$ cat config.mk
export PLATFORM = sky130hd
export DESIGN_NAME = sdp_ram_be
export DESIGN_NICKNAME = d
export VERILOG_FILES = /design/src/rtl/sdp_ram_be.sv
export SDC_FILE = /design/constraint.sdc
export NUM_CORES = 1
export LEC_CHECK = 0
export CAP_MARGIN = 15
export CORE_MARGIN = 3
export CORE_UTILIZATION = 35
export CTS_BUF_LIST = sky130_fd_sc_hd__clkbuf_8
export DETAILED_ROUTE_END_ITERATION = 12
export GPL_TIMING_DRIVEN = 0
export MAX_ROUTING_LAYER = met4
export PLACE_DENSITY = 0.66
export SLEW_MARGIN = 20
export SYNTH_ARGS = -nofsm -noshare
export SYNTH_HDL_FRONTEND = slang
export SYNTH_SLANG_ARGS = --single-unit
$ cat constraint.sdc
create_clock -name clk -period 1.7 [get_ports clk]
set_input_delay 0.34 -clock clk [delete_from_list [all_inputs] [get_ports clk]]
set_output_delay 0.34 -clock clk [all_outputs]
set_load 0.01 [all_outputs]
$ cat src/rtl/sdp_ram_be.sv
// sdp_ram_be: single-clock simple dual-port RAM with byte enables, collision mode and a hardware clear sequencer
module sdp_ram_be #(
  parameter int SIZE = 8,
  parameter int DEPTH = 8,
  parameter int BYTE_W = 8,
  parameter int RD_MODE = 0,
  parameter logic [SIZE-1:0] CLEAR_VAL = '0,
  localparam int AW = (DEPTH < 2) ? 1 : $clog2(DEPTH),
  localparam int NLANES = (SIZE + BYTE_W - 1) / BYTE_W
) (
  input  logic              clk,
  input  logic              rst_n,
  input  logic              clear,
  output logic              busy,
  input  logic              rd_en,
  input  logic [AW-1:0]     raddr,
  output logic [SIZE-1:0]   read_data,
  output logic              rd_valid,
  input  logic              write_en,
  input  logic [AW-1:0]     waddr,
  input  logic [SIZE-1:0]   write_data,
  input  logic [NLANES-1:0] byte_en
);
  typedef enum logic {CLEAR, IDLE} state_t;
  localparam logic [AW:0] DEPTH_V = (AW+1)'(DEPTH);
  localparam logic [AW-1:0] LAST = AW'(DEPTH - 1);
  state_t state, state_nx;
  logic [AW-1:0] ptr;
  logic [SIZE-1:0] mem [DEPTH];
  logic [SIZE-1:0] mask, rdq, byp_d, byp_m;
  logic byp, wr, rd, rd_ok;
  assign busy = state == CLEAR;
  assign wr = !busy && write_en && ({1'b0, waddr} < DEPTH_V);
  assign rd = !busy && rd_en;
  assign rd_ok = {1'b0, raddr} < DEPTH_V;
  always_comb begin
    mask = '0;
    for (int i = 0; i < SIZE; i++) mask[i] = byte_en[i / BYTE_W];
  end
  always_comb state_nx = busy ? ((ptr == LAST) ? IDLE : CLEAR) : (clear ? CLEAR : IDLE);
  always_ff @(posedge clk or negedge rst_n) begin
    if (!rst_n) begin
      state <= CLEAR;
      ptr <= '0;
    end else begin
      state <= state_nx;
      if (busy) ptr <= (ptr == LAST) ? '0 : ptr + 1'b1;
    end
  end
  // Storage has no reset so it can map onto block RAM; the clear sequencer initialises it.
  always_ff @(posedge clk) begin
    if (busy) mem[ptr] <= CLEAR_VAL;
    else if (wr)
      for (int i = 0; i < SIZE; i++) if (mask[i]) mem[waddr][i] <= write_data[i];
  end
  // Write-first collisions are resolved by a registered bypass merged at the output.
  always_ff @(posedge clk or negedge rst_n) begin
    if (!rst_n) begin
      rd_valid <= 1'b0;
      rdq <= '0;
      byp <= 1'b0;
      byp_d <= '0;
      byp_m <= '0;
    end else begin
      rd_valid <= rd;
      if (rd) begin
        rdq <= rd_ok ? mem[raddr] : '0;
        byp <= (RD_MODE != 0) && wr && (raddr == waddr);
        byp_d <= write_data;
        byp_m <= mask;
      end
    end
  end
  assign read_data = byp ? ((byp_d & byp_m) | (rdq & ~byp_m)) : rdq;
endmodule
==> qor.csv <==
stage,metric,value,unit
die,std_cell_rows,34,
critical_path,setup.worst_path.class,register to primary output,
critical_path,critPathSlowestCell,dfrtp_1,
critical_path,crit_arrival,1340,ps
grt,grt_overflow,0,
power,p_leak,0.00140,µW
timing,fin_crit_sh,98.8,%
min_path,hold_path_class,input port to asynchronous set/reset pin,
yosys,yosysUniqueCellTypes,30,
yosys,netlist_area,3200,µm²
place,io_buffers,28,
clock_tree,path_clk_slew,80,ps
place,gp_congestion,0.741,
power,power,5550,µW
layout,utilization,43.9,%
die,pin_count,30,
yosys,synth_warnings,0,
layout,layoutNonFillerInstCount,350,
detailed_routing,wl,5.75,mm
timing,slew_headroom,57.7,%
power,pwr-share-clk,21.1,%
layout,antenna_cells,0,
place,dpl.hpwl,4.02,mm
die,dieArea,10300,µm²
timing,final.setup.tns,0,ps
clock_tree,cts.sinks,77,
grt,grt_pass1_vias,1735,
power,pwr-share-seq,51.1,%
clock_tree,htreeDepth,3,
critical_path,crit_path_max_incr_delay,420,ps
detailed_routing,route.detailed.drc,0,
grt,grt_antenna_before_repair,0,
critical_path,required,1360,ps
power,p_switching,1690,µW
critical_path,r2r-start,state,
critical_path,cp-start-kind,register,
critical_path,path_max_fanout,10,
grt,grt_start_max_net_pins,14,
timing,finalClockSkew,11.9,ps
yosys,synth_nets,219,
yosys,yosysSeqAreaShare,70.3,%
yosys,synth_cells,197,
yosys,syn_avg_cell_area,16.2,µm²
detailed_routing,viasPerCell,4.94,
die,chipHeight,102,µm
critical_path,path_cells,"clkbuf_4, inv_1, dlygate4sd2_1",
die,die_w,102,µm
detailed_routing,avgRoutedWirePerCell,16.4,µm
power,irDropWorstVdd,0.486,mV
die,core,8810,µm²
grt,grt_pass1_wl,9.20,mm
power,p_sw_share,30.4,%
timing,whs,372,ps
detailed_routing,detail-route-antenna-nets,0,
detailed_routing,initialDrtViolationCount,87,
layout,drive_gt1_share,23.1,%
critical_path,critPathLaunch,state,
critical_path,worstReg2RegEnd,mem[1][2],
timing,final_max_slew_viol_count,0,
timing,final_hold_viol_count,0,
die,start_util,36.3,%
grt,track_usage,12.7,%
timing,setup_viol,0,
yosys,ys_seq_elements,77,
power,p_int,3860,µW
clock_tree,cts_tree,built,
timing,max_freq,595,MHz
timing,period_needed,1680,ps
detailed_routing,drt_first_pass_iters,4,
critical_path,cp-end-kind,primary output,
clock_tree,cts_buffer_depth,2,
timing,rsz0062_at_grt,true,
critical_path,reg2reg_depth,4,
power,powerDensity,1430,nW/µm²
power,pwr-share-comb,27.7,%
clock_tree,cts_made_buffers,9,
clock_tree,cts_root_buffer,clkbuf_8,
critical_path,rrSetupSlack,30,ps
outcome,outcome,"finished, final reports clean",
place,dp_cells,333,
layout,nNetsFinal,259,
timing,tightest_slew,633,ps
clock_tree,clk_latency,360,ps
run,maxCapViolCount,0,
layout,syn2layout_area_growth,21.1,%
detailed_routing,vias,1728,
## cell usage after synthesis
master / instances / share of area, %
ha_1: 2 / 0.78
o31ai_2: 1 / 0.39
clkbuf_8: 1 / 0.43
nand2_1: 11 / 1.3
edfxtp_1: 64 / 60
a21o_1: 1 / 0.24
clkbuf_4: 1 / 0.24
buf_12: 1 / 0.63
buf_2: 1 / 0.16
buf_8: 1 / 0.47
nand2_2: 1 / 0.20
o22a_1: 1 / 0.27
nor2_1: 12 / 1.4
o31ai_1: 7 / 1.6
clkdlybuf4s15_2: 1 / 0.35
and4_1: 1 / 0.27
nor3_1: 1 / 0.16
inv_1: 2 / 0.24
mux2i_1: 19 / 6.0
mux2_2: 19 / 6.7
a21oi_1: 2 / 0.31
nand2b_1: 1 / 0.20
nand3_1: 1 / 0.16
and3_1: 1 / 0.20
and2_1: 8 / 1.6
buf_6: 2 / 0.70
a22o_1: 8 / 2.2
dfrtp_1: 13 / 10
o22ai_1: 8 / 1.6
nor2b_1: 5 / 0.98
## registers in the layout, indices dropped and copies added (netlist names)
signal	cells
mem	64
rdq	8
ptr	3
rd_valid	1
state	1
## power groups by stage
| stage | clock network (µW) | registers [µW] | logic [µW] |
|---|---|---|---|
| after global placement | 0 | 2860 | 1350 |
| after CTS | 1190 | 2840 | 1520 |
| after floorplan | 0 | 2880 | 817 |
| after detailed placement | 0 | 2890 | 1370 |
| after global routing | 1270 | 2900 | 1690 |
| final | 1170 | 2840 | 1540 |
## metrics by stage
step / instance area, µm² / worst slack [ps]
2_1_floorplan: 3200 / 107
3_3_place_gp: 3620 / -709
3_5_place_dp: 3620 / -725
4_1_cts: 3840 / 1.06
5_1_grt: 3870 / -40.0
6_report: 3870 / 20.5
## repair_timing
item                                    CTS  global route
hold buffers                              0             0
pin swaps                                 1             2
gates resized for setup                  17             2
buffers inserted                          0             1
endpoints found under the setup margin   65            65
## how the worst max path moves through the flow
stage                 to  cells after the start
4_1_cts        mem[6][7]                      4
6_report            busy                      3
2_1_floorplan  mem[0][0]                      3
3_3_place_gp   mem[4][3]                      4
5_1_grt        mem[5][7]                      4
3_5_place_dp   mem[4][3]                      4
## final cells by class
| type | instances | area [µm²] |
|---|---|---|
| clock buffer | 9 | 124 |
| multi-input combinational | 110 | 916 |
| timing repair buffer | 29 | 299 |
| buffer | 8 | 97.6 |
| tap | 108 | 135 |
| fill | 777 | 4940 |
| clock inverter | 7 | 43.8 |
| sequential | 77 | 2250 |
| inverter | 2 | 7.51 |
## critical path: cells and delay by family, from the launching register on
family | cells | cell delay, ps
buf+inv | 3 | 570
flops | 1 | 420
## cells in the final DEF, fill, tap and decap left out, types with 4 or more instances in the layout
cell,instances
a22o_1,8
and2_1,8
clkbuf_8,10
clkdlybuf4s50_1,27
clkinvlp_4,4
dfrtp_1,13
edfxtp_1,64
mux2_2,19
mux2i_1,19
nand2_1,11
nor2_1,4
nor2_4,8
nor2b_1,5
o22ai_1,8
o31ai_1,7
## kinds of logic (layout without fill, tap and decap cells)
| family | count (synthesis) | after routing | synth area share, % |
|---|---|---|---|
| flip-flops | 77 | 77 | 70.3 |
| AO/OA/AOI/OAI | 28 | 28 | 6.62 |
| buffers and inverters | 10 | 55 | 3.21 |
| AND/OR/NAND/NOR | 42 | 42 | 6.42 |
| multiplexers | 38 | 38 | 12.6 |
| adder cells (fa/ha/maj) | 2 | 2 | 0.783 |
## layer usage
metal / vias up / part of all wire, % / global-route usage, % / wire [µm]
li1: 831 / - / - / -
met5: - / 0 / - / 0
met2: 42 / 49 / 19.0 / 2850
met4: 0 / 2.1 / 6.13 / 123
met3: 11 / 5.1 / 3.31 / 294
met1: 844 / 43 / 16.2 / 2490
Power figures use the tool's default switching activity.
